==> src/rtl/queue_ctrl_if.sv <==
// Bundles the request side and the RAM port of the queue controller.
// slave is the controller's view; master is the view of whoever drives requests and models the RAM.
interface queue_ctrl_if #(
    parameter int DW = 8,
    parameter int AW = 4
);
    logic          enq;
    logic          deq;
    logic [DW-1:0] din;
    logic [DW-1:0] dout;
    logic          dout_vld;
    logic          full;
    logic          empty;
    logic [AW:0]   count;
    logic          ovf;
    logic          udf;
    logic          ram_we;
    logic [AW-1:0] ram_a;
    logic [DW-1:0] ram_d;
    logic [DW-1:0] ram_spo;

    modport slave (
        input  enq, deq, din, ram_spo,
        output dout, dout_vld, full, empty, count, ovf, udf, ram_we, ram_a, ram_d
    );

    modport master (
        output enq, deq, din, ram_spo,
        input  dout, dout_vld, full, empty, count, ovf, udf, ram_we, ram_a, ram_d
    );
endinterface

==> src/rtl/queue_ctrl.sv <==
// FIFO controller in front of a single-port RAM (async read, sync write).
// Turns enq/deq rising edges into one-cycle RAM accesses and registers the dequeued byte.
module queue_ctrl #(
    parameter int DW = 8,
    parameter int AW = 4
) (
    input  logic        clk,
    input  logic        rst,
    queue_ctrl_if.slave bus
);
    localparam logic [AW:0] DEPTH = (AW+1)'(2**AW);

    logic [AW-1:0] wp_q, wp_d;
    logic [AW-1:0] rp_q, rp_d;
    logic [AW:0]   count_q, count_d;
    logic          pend_q, pend_d;
    logic [DW-1:0] pend_data_q, pend_data_d;
    logic [DW-1:0] dout_q, dout_d;
    logic          dout_vld_q, dout_vld_d;
    logic          ovf_q, ovf_d;
    logic          udf_q, udf_d;
    logic          enq_q, enq_d;
    logic          deq_q, deq_d;

    logic          enq_e, deq_e;
    logic          full, empty;
    logic          ram_we;
    logic [AW-1:0] ram_a;
    logic [DW-1:0] ram_d;

    assign enq_e = bus.enq & ~enq_q;
    assign deq_e = bus.deq & ~deq_q;
    assign full  = (count_q == DEPTH);
    assign empty = (count_q == '0);

    always_comb begin
        wp_d        = wp_q;
        rp_d        = rp_q;
        count_d     = count_q;
        pend_d      = pend_q;
        pend_data_d = pend_data_q;
        dout_d      = dout_q;
        dout_vld_d  = 1'b0;
        ovf_d       = 1'b0;
        udf_d       = 1'b0;
        enq_d       = bus.enq;
        deq_d       = bus.deq;
        ram_we      = 1'b0;
        ram_a       = rp_q;
        ram_d       = bus.din;

        if (pend_q) begin
            // Deferred half of a simultaneous enq/deq; the dequeue already freed a slot.
            ram_we  = 1'b1;
            ram_a   = wp_q;
            ram_d   = pend_data_q;
            wp_d    = wp_q + AW'(1);
            count_d = count_q + (AW+1)'(1);
            pend_d  = 1'b0;
        end else if (deq_e && !empty) begin
            dout_d     = bus.ram_spo;
            dout_vld_d = 1'b1;
            rp_d       = rp_q + AW'(1);
            count_d    = count_q - (AW+1)'(1);
            if (enq_e) begin
                pend_d      = 1'b1;
                pend_data_d = bus.din;
            end
        end else if (enq_e && !full) begin
            ram_we  = 1'b1;
            ram_a   = wp_q;
            wp_d    = wp_q + AW'(1);
            count_d = count_q + (AW+1)'(1);
            udf_d   = deq_e;
        end else begin
            ovf_d = enq_e & full;
            udf_d = deq_e & empty;
        end

        // A reset cycle must never commit a write, even with a pending enqueue.
        if (rst) begin
            ram_we = 1'b0;
        end
    end

    always_ff @(posedge clk) begin
        if (rst) begin
            wp_q        <= '0;
            rp_q        <= '0;
            count_q     <= '0;
            pend_q      <= 1'b0;
            pend_data_q <= '0;
            dout_q      <= '0;
            dout_vld_q  <= 1'b0;
            ovf_q       <= 1'b0;
            udf_q       <= 1'b0;
            enq_q       <= 1'b1;
            deq_q       <= 1'b1;
        end else begin
            wp_q        <= wp_d;
            rp_q        <= rp_d;
            count_q     <= count_d;
            pend_q      <= pend_d;
            pend_data_q <= pend_data_d;
            dout_q      <= dout_d;
            dout_vld_q  <= dout_vld_d;
            ovf_q       <= ovf_d;
            udf_q       <= udf_d;
            enq_q       <= enq_d;
            deq_q       <= deq_d;
        end
    end

    assign bus.dout     = dout_q;
    assign bus.dout_vld = dout_vld_q;
    assign bus.full     = full;
    assign bus.empty    = empty;
    assign bus.count    = count_q;
    assign bus.ovf      = ovf_q;
    assign bus.udf      = udf_q;
    assign bus.ram_we   = ram_we;
    assign bus.ram_a    = ram_a;
    assign bus.ram_d    = ram_d;
endmodule

==> src/flat_wrapper.sv <==
// flat-port wrapper written by rule: the top's interface ports become plain ports
module queue_ctrl_flat 
#(
    parameter int DW = 8,
    parameter int AW = 4
)
  (clk, rst, bus_enq, bus_deq, bus_din, bus_ram_spo, bus_dout, bus_dout_vld, bus_full, bus_empty, bus_count, bus_ovf, bus_udf, bus_ram_we, bus_ram_a, bus_ram_d);
  queue_ctrl_if #(.DW(DW), .AW(AW)) bus_i ();
  input  logic clk;
  input  logic rst;
  input wire logic [$bits(bus_i.enq)-1:0] bus_enq;
  input wire logic [$bits(bus_i.deq)-1:0] bus_deq;
  input wire logic [$bits(bus_i.din)-1:0] bus_din;
  input wire logic [$bits(bus_i.ram_spo)-1:0] bus_ram_spo;
  output wire logic [$bits(bus_i.dout)-1:0] bus_dout;
  output wire logic [$bits(bus_i.dout_vld)-1:0] bus_dout_vld;
  output wire logic [$bits(bus_i.full)-1:0] bus_full;
  output wire logic [$bits(bus_i.empty)-1:0] bus_empty;
  output wire logic [$bits(bus_i.count)-1:0] bus_count;
  output wire logic [$bits(bus_i.ovf)-1:0] bus_ovf;
  output wire logic [$bits(bus_i.udf)-1:0] bus_udf;
  output wire logic [$bits(bus_i.ram_we)-1:0] bus_ram_we;
  output wire logic [$bits(bus_i.ram_a)-1:0] bus_ram_a;
  output wire logic [$bits(bus_i.ram_d)-1:0] bus_ram_d;
  assign bus_i.enq = bus_enq;
  assign bus_i.deq = bus_deq;
  assign bus_i.din = bus_din;
  assign bus_i.ram_spo = bus_ram_spo;
  assign bus_dout = bus_i.dout;
  assign bus_dout_vld = bus_i.dout_vld;
  assign bus_full = bus_i.full;
  assign bus_empty = bus_i.empty;
  assign bus_count = bus_i.count;
  assign bus_ovf = bus_i.ovf;
  assign bus_udf = bus_i.udf;
  assign bus_ram_we = bus_i.ram_we;
  assign bus_ram_a = bus_i.ram_a;
  assign bus_ram_d = bus_i.ram_d;
  queue_ctrl #(.DW(DW), .AW(AW)) u_core (.clk(clk), .rst(rst), .bus(bus_i));
endmodule
==> config.mk <==
export PLATFORM = sky130hd
export DESIGN_NAME = queue_ctrl_flat
export DESIGN_NICKNAME = d
export VERILOG_FILES = /design/src/rtl/queue_ctrl_if.sv /design/src/rtl/queue_ctrl.sv /design/src/flat_wrapper.sv
export SDC_FILE = /design/constraint.sdc
export NUM_CORES = 1
export LEC_CHECK = 0
export BUFFER_PORTS_ARGS = -buffer_cell sky130_fd_sc_hd__buf_2
export CAP_MARGIN = 20
export CORE_MARGIN = 4
export CORE_UTILIZATION = 23
export DETAILED_ROUTE_END_ITERATION = 12
export GPL_TIMING_DRIVEN = 0
export PLACE_DENSITY = 0.51
export SYNTH_ARGS = -nofsm -noshare
export SYNTH_HDL_FRONTEND = slang
export SYNTH_SLANG_ARGS = --single-unit
==> constraint.sdc <==
create_clock -name clk -period 4.4 [get_ports clk]
set_input_delay 0.88 -clock clk [delete_from_list [all_inputs] [get_ports clk]]
set_output_delay 0.88 -clock clk [all_outputs]
set_load 0.02 [all_outputs]
## After elaboration in Yosys (flattened, before gate mapping)

Cells that the tools add are included.

| storage, ports and cells | value |
|---|---|
| RAM bits | 0 |
| ROM bits | 0 |
| word-level logic and storage cells | 56 |
| memories kept | 0 |
| bits in registers | 35 |
| bits in latches | 0 |
| input bits | 20 |

| cells by class | value |
|---|---|
| div/mod/pow operators | 0 |
| $mul | 0 |
| bitwise logic cells | 8 |
| muxes and demuxes | 17 |
| shift operators | 0 |
| order comparisons | 0 |
| reduce and logical (&&, ||, !) cells | 14 |
| add/subtract/negate cells | 4 |
| eq/ne operators | 2 |

Operator list:

| cell | number |
|---|---|
| 2-to-1 mux 4 bit | 6 |
| 2-to-1 mux 5 bit | 3 |
| adder 4 x 1 -> 4 bit, second input constant | 2 |
| 2-to-1 mux 8 bit | 1 |
| 2-to-1 mux 1 bit | 7 |
| OR reduction 3 bit | 2 |
| adder 5 x 1 -> 5 bit, second input constant | 1 |
| == test 5 bit, second input constant | 1 |
| logical NOT 5 bit | 1 |
| subtractor 5 x 1 -> 5 bit, second input constant | 1 |
| bitwise AND 1 bit | 4 |
| inverter 1 bit | 4 |
| AND reduction 2 bit | 2 |
| OR reduction 4 bit | 1 |
| AND reduction 3 bit | 1 |
| nonzero test 3 bit | 1 |
| logical AND 1 bit | 2 |
| logical NOT 1 bit | 2 |
| inequality test 2 x 1 -> 1 bit, second input constant | 1 |
| nonzero test 2 bit | 1 |
| OR reduction 2 bit | 1 |

## Logic depth before layout (Yosys ltp)

Gate-level depths: netlist of the first run.

| logic depth | value |
|---|---|
| depth after elaboration | 7 |
| gate-level depth with buffers | 9 |
| mapped depth without buffers | 7 |

## Worst setup path before layout of the first run

OpenSTA, ideal clock, no wires.

| path | value |
|---|---|
| kind | input to output |
| start point | input port bus_enq |
| end point | output port bus_ram_a[1] |
| arrival time | 2.039 ns |
| cell stages on the path | 5 |
| slack | 1.481 ns |
| buffers on the path | 1 |
| path through | nor2b_1 > clkbuf_1 > o211a_2 > nor2_1 > mux2_2 |

| between the ends | value |
|---|---|
| cells in the longest elaborated chain, start to end | 5 |

Ends and longest elaborated chain:

| element | RTL line | source |
|---|---|---|
| start: declaration | flat_wrapper.sv:11 | `input wire logic [$bits(bus_i.enq)-1:0] bus_enq;` |
| bitwise AND 1 bit | queue_ctrl.sv:31 | `assign enq_e = bus.enq & ~enq_q;` |
| logical AND 1 bit | queue_ctrl.sv:69 | `end else if (enq_e && !full) begin` |
| 2-to-1 mux 4 bit | queue_ctrl.sv:69 |  |
| 2-to-1 mux 4 bit | queue_ctrl.sv:60 | `end else if (deq_e && !empty) begin` |
| 2-to-1 mux 4 bit | queue_ctrl.sv:52 | `if (pend_q) begin` |
| end: declaration | flat_wrapper.sv:23 | `output wire logic [$bits(bus_i.ram_a)-1:0] bus_ram_a;` |

Every way passes these cells.

## Worst setup path in the final report of the first run

| path | value |
|---|---|
| start point | input port bus_enq |
| end point | output port bus_ram_a[2] |

The elaborated chain is that of the path after synthesis.

==> metrics, run 1 <==
Simple-Gate Fraction of Synth Area=22.3%; antenna viol nets, final=0; crit end category=primary output; FFs w/ async S/R, synth=0%; CP arrival=2.57 ns; Core Rows=30; Yosys top cell by area=dfxtp_1; Top Ports=51; Critical Path Fanout Max=10; GP Congestion=0.763; Vert. Die Dim=92.8 um; Final nets=261; clock buffer depth=2; Via density=4.35; Seq/Total Area, Yosys=42.4%; setup violators final=0; area grow syn2layout=29.2%; Req. time, crit path=3.52 ns; Post-Route Setup TNS=0 ns; Die W=92.8 um; Post-CTS Setup Bufs=0; Max-Cap Viols=0; CTS hold repair buffers=0; status=complete, no violations; maximum vdd drop=0.117 mV; drt pass-1 iters=4; CP Launch Type=primary input; Iteration-0 DRC Markers=47; vias in the first global route=1,410; max_slew headroom=47.3%; endpoints failing hold=0; Avg Inst Size Synth=9.18 um^2; Most common cell on crit path=buf_2; Top delay family on crit path=buffers and inverters; Synth Register Bits=35; post-CTS sizing=0; top post-synthesis cells by area=dfxtp_1, mux2_2, mux2i_1; xor/xnor share of the synthesized area=2.12%; Final WS setup=0.955 ns; Mapped Nets=204; Crit Path Category=in2out; Main synth FF type=dfxtp_1; Clock Sinks=35; H-tree depth=2; CTS tree=built; pwr dens=326 nW/um^2; Detail Placement HPWL=3030 um; Tightest Pin Transition=0.789 ns; Overall Global Routing Usage=10.0%; crit-path max cell delay=0.40 ns; RSZ-0062 raised after global routing=false; final setup skew=0.0105 ns; DRC errors left=0; Root Buffer=clkbuf_8; number of I/O port buffers=50; worst-path cell chain=buf_2, nor2b_1, clkbuf_1, o211a_2, nor2_1, mux2_2, buf_2; largest net degree at the start of global routing=13; Core ar.=6870 um^2; grt ovf=0; routed via count=1,454; antenna cells=0; Syn. warnings=0; cts bufs inserted=5; fillers=778; worst min-delay path category=reg2reg; mux contribution to synthesized area=15.1%; Peak Freq=0.290 GHz; Mapped Cells=180; insertion delay to the later sink of the worst-skew pair=0.29 ns; CP max stage cell=mux2_2; WL/cell=12.4 um; first-pass GRT wire length=6820 um; Post-Route WL=4160 um; layout cells sized above 1=36.1%; largest family of logic cells by synthesized area=simple AND/OR/NAND/NOR gates; compound-gate portion of the synthesized area=11.4%; Post-synth EDFFs=0; top cell type's share of synthesized area=42.4%; Post-Synth Adder-Cell Area=3.03%; Min Hold Slack=0.454 ns; Worst-path clk slew=0.08 ns; Placement Setup Slack=1.00 ns; Final min period=3.45 ns; max-slew violations=0; initial antenna violation count=0; final worst-path cycle share=78.3%; Distinct cells, synth=43; Static Leak=0.954 nW; Initial Utilization=24.1%; Netlist Area Pre-Place=1650 um^2; die area=8610 um^2; buffers and inverters on the worst path=3
-- logic make-up (layout without fill, tap and decap cells) --
logic type | after synthesis | after routing
xor gates and xnor gates | 4 | 4
DFF | 35 | 35
and+or+nand+nor | 72 | 72
adders and majority gates | 4 | 4
muxes | 23 | 23
AOI/OAI and AO/OA | 27 | 27
buffers and inverters | 15 | 73
-- flip-flops by register name, indices dropped and copies added (netlist names), 4 cells and up --
signal              flops
u_core.bus.dout         8
u_core.pend_data_q      8
u_core.bus.count        5
u_core.rp_q             4
u_core.wp_q             4
-- cell usage in the layout (no fill, tap or decap), types with 2 or more instances in the layout --
cell type,instances
nand2_1,19
o21ai_0,3
or2_2,2
nor3b_1,3
nor2_1,18
nand3_1,5
xnor2_1,3
buf_2,53
clkbuf_8,5
ha_1,4
nor3_1,8
dfxtp_1,35
mux2i_1,8
nor2b_1,6
buf_1,3
inv_1,4
a21oi_1,13
mux2_2,14
clkbuf_1,4
-- routing by layer --
layer,wire length [um],part of all wire (%),up-vias,track usage [%]
met5,0,0,-,0
met4,47,1.1,0,3.30
met3,276,6.6,7,3.57
met2,1820,44,43,15.2
met1,2010,48,668,13.2
li1,-,-,736,-
-- worst reg2reg max path: cells and delay by family (launching register included) --
kind,cells,cell delay [ns]
AO/OA/AOI/OAI,1,0.24
adder cells (fa/ha/maj),1,0.22
buffers and inverters,3,0.38
flip-flops,1,0.36
multiplexers,1,0.34
AND/OR/NAND/NOR,2,0.49
-- worst paths after layout --
check / from / end / slack (ns) / cells past startpoint
worst max-delay path: bus_enq / bus_ram_a[2] / 0.95 / 7
worst min-delay path: u_core.bus.dout[7] / u_core.bus.dout[7] / 0.45 / 2
worst max register to register: u_core.bus.count[0] / u_core.bus.count[2] / 2.25 / 8
worst min register to register: u_core.bus.dout[7] / u_core.bus.dout[7] / 0.45 / 2
-- per-stage QoR --
step	total power, mW	util (%)	area (um^2)	instances
CTS	0.711	31.1	2140	334
global placement	0.412	29.5	2020	326
global route	0.735	31.1	2140	334
finish	0.696	31.1	2140	334
detailed placement	0.413	29.5	2020	326
floorplan	0.384	-	1650	180
-- power by group --
group          internal [mW]  switching (mW)
combinational         0.0318          0.0470
sequential             0.321         0.00436
clock                  0.169           0.123
total                  0.522           0.174
-- cell usage after synthesis (2+ instances only) --
master / number
dfxtp_1: 35
clkbuf_1: 4
mux2i_1: 8
ha_1: 4
buf_2: 3
nor2_1: 18
nor3_1: 8
o21ai_0: 3
nand3_1: 5
mux2_2: 14
xnor2_1: 3
or2_2: 2
nand2_1: 19
nor3b_1: 3
buf_1: 3
nor2b_1: 6
inv_1: 4
a21oi_1: 13
-- cell type report --
| cell class | instances | area [um^2] | area share [%] |
|---|---|---|---|
| flip-flops and latches | 35 | 701 | 32.8 |
| plain buffers | 10 | 41.3 | 1.93 |
| well taps | 96 | 120 | 5.62 |
| repair buffers | 50 | 250 | 11.7 |
| multi-input cells | 130 | 892 | 41.8 |
| clock buffers | 5 | 68.8 | 3.22 |
| inverters | 5 | 18.8 | 0.879 |
| clock inverters | 3 | 43.8 | 2.05 |
Power figures use the tool's default switching activity.
==> inputs of run 2 (changes only) <==
- ABC_AREA: not set -> 1
- PLACE_DENSITY: 0.51 -> 0.52
- clock period: 4.4 -> 3 ns (I/O delays scaled with it)
==> run 2 against run 1 <==
  * First-iteration DRC count grew 53%
  * Core utilization shrank 0.78 points
  * Clock skew shrank 0.0039 ns
  * Sequential cell count is the same
  * Critical path depth grew 3
  * Worst hold slack gained 0.012 ns
  * Cell count grew 23%
  * Synthesized cell count grew 42%
  * Register-to-register slack lost 0.96 ns
  * Synthesized area grew 6.5%
  * Critical path type is now reg2out
==> metrics, run 2 <==
crit end category=primary output; final setup skew=0.00665 ns (-0.00389 ns); insertion delay to the later sink of the worst-skew pair=0.28 ns (about the same); cts bufs inserted=5 (unchanged); max-slew violations=0 (unchanged); Main synth FF type=dfxtp_1; Critical Path Fanout Max=7 (-3); number of I/O port buffers=50 (unchanged); Mapped Cells=255 (+42%); Netlist Area Pre-Place=1760 um^2 (+6.5%); Post-Place Cells=404 (+24%); endpoints failing hold=0 (unchanged); switching power=0.319 mW (+83%); maximum vdd drop=0.216 mV (+85%); Reg power frac=47.2% (+0.4 points); Final min period=2.66 ns; post-CTS sizing=0 (unchanged); Via density=4.16 (-4.5%); antenna cells=0 (unchanged); Detail Placement HPWL=3350 um (+10%); CTS tree=built; clock buffer depth=2 (unchanged); Overall Global Routing Usage=10.3% (+0.29 points); Post-CTS Setup Bufs=0 (unchanged); dpl cell area=2130 um^2 (+5.5%); Mapped Nets=279 (+37%); Clock Sinks=35 (unchanged); Post-Route Setup TNS=0 ns (unchanged); die area=9120 um^2 (+5.9%); largest net degree at the start of global routing=11 (-2); routed via count=1,709 (+18%); Peak Freq=0.376 GHz; max_slew headroom=66.4% (+19 points); GP Congestion=0.762 (-0.12%); Yosys top cell by area=dfxtp_1; Iteration-0 DRC Markers=72 (+53%); Post-Route WL=4400 um (+5.8%); Root Buffer=clkbuf_8; Static Leak=1.18 nW (+24%); final worst-path cycle share=88.6%; fin cells=411 (+23%); top cell type's share of synthesized area=39.8% (-2.6 points); Post-synth EDFFs=0 (unchanged); layout cells sized above 1=24.7% (-11 points); CP arrival=2.06 ns (-0.51 ns); antenna viol nets, final=0 (unchanged); DRC errors left=0 (unchanged); grt ovf=0 (unchanged); Placement Setup Slack=0.624 ns (-0.377 ns); CTS hold repair buffers=0 (unchanged); fillers=817 (+5.0%); commonest non-fill, non-tap cells in the layout=nand2_1, buf_2, dfxtp_1, nor2_1, inv_1; Syn. warnings=0 (unchanged); Tightest Pin Transition=0.504 ns (-0.285 ns); WL/cell=10.7 um (-14%); Final Util=30.3% (-0.78 points); Final WS setup=0.343 ns (-0.611 ns); Final nets=336 (+29%); worst min-delay path category=reg2reg; pwr dens=478 nW/um^2 (+47%); Int Pwr=0.744 mW (+43%); Initial Utilization=24.0% (-0.048 points); Core Rows=31 (+3.3%); Die W=95.5 um (+2.9%); Seq/Total Area, Yosys=39.8% (-2.6 points); area grow syn2layout=26.2%; combinational share of power=20.8% (+9.5 points); CP Launch Type=flop; vias in the first global route=1,579 (+12%); status=complete, no violations; Min Hold Slack=0.465 ns (+0.0116 ns); Commonest cells post-synth=nand2_1, dfxtp_1, nor2_1, inv_1, nand3_1; switching share of power=30.0% (+5.0 points); setup violators final=0 (unchanged); first-pass GRT wire length=7370 um (+8.0%); Max-Cap Viols=0 (unchanged); Worst-path clk slew=0.07 ns (about the same); H-tree depth=2 (unchanged); Core ar.=7330 um^2 (+6.7%); drt pass-1 iters=4 (unchanged); Top Ports=51 (unchanged); Avg Inst Size Synth=6.90 um^2 (-25%); FFs w/ async S/R, synth=0% (unchanged); Crit Path Category=reg2out; Synth Register Bits=35 (unchanged); Final Power=1.06 mW (+53%); most frequent cell after synthesis=nand2_1; initial antenna violation count=0 (unchanged); Req. time, crit path=2.40 ns (-1.12 ns); Clk pwr share=31.9% (-10 points); Vert. Die Dim=95.5 um (+2.9%); top post-synthesis cells by area=dfxtp_1, nand2_1, nor2_1; Final Cell Area=2220 um^2 (+4.0%); commonest non-fill, non-tap cell in the layout=nand2_1; RSZ-0062 raised after global routing=false; Distinct cells, synth=26 (-40%)
-- run 2: worst paths after layout --
check                      startpoint        endpoint  slack, ns  cells past startpoint
hold / removal         u_core.wp_q[3]  u_core.wp_q[3]       0.47                      2
setup / recovery  u_core.bus.count[0]    bus_ram_a[2]       0.34                     10
hold reg to reg        u_core.wp_q[3]  u_core.wp_q[3]       0.47                      2
setup reg to reg  u_core.bus.count[0]  u_core.rp_q[3]       1.29                      8
-- run 2: power by group through the flow --
stage / clock network (mW) / logic, mW / registers [mW]
2_1_floorplan: 0 / 0.140 / 0.527
3_3_place_gp: 0 / 0.224 / 0.512
3_5_place_dp: 0 / 0.225 / 0.513
4_1_cts: 0.356 / 0.225 / 0.502
5_1_grt: 0.373 / 0.251 / 0.505
6_report: 0.339 / 0.221 / 0.502
-- run 2: critical path: stages, from the launching register on --
cell and delay, ns:
dfxtp_1 0.46, inv_1 0.11, ha_1 0.29, nand3_1 0.16, nand2_2 0.10, nand2_4 0.14, nand2_4 0.09, inv_2 0.10
nand2_1 0.05, o21ai_1 0.09, buf_2 0.19
-- run 2: layout make-up --
type	instances	area [um^2]	share of cell area [%]
clock inverter	1	5.00	0.225
sequential	35	701	31.5
multi-input combinational	186	905	40.7
tap	99	124	5.57
buffer	9	58.8	2.65
timing repair buffer	50	250	11.3
inverter	25	96.3	4.34
clock buffer	6	82.6	3.72
-- run 2: routing by layer --
layer | global-route usage [%] | routed length [um]
met1 | 13.5 | 2100
met2 | 16.4 | 2030
met3 | 3.00 | 236
met4 | 3.20 | 29
met5 | 0 | 0
-- run 2: logic make-up after synthesis --
kind of cell,count (synthesis),share of synthesized area (%)
and+or+nand+nor,152,39.2
DFF,35,39.8
buffers and inverters,34,8.81
AOI/OAI and AO/OA,26,7.39
xor gates and xnor gates,4,1.99
adders and majority gates,4,2.84
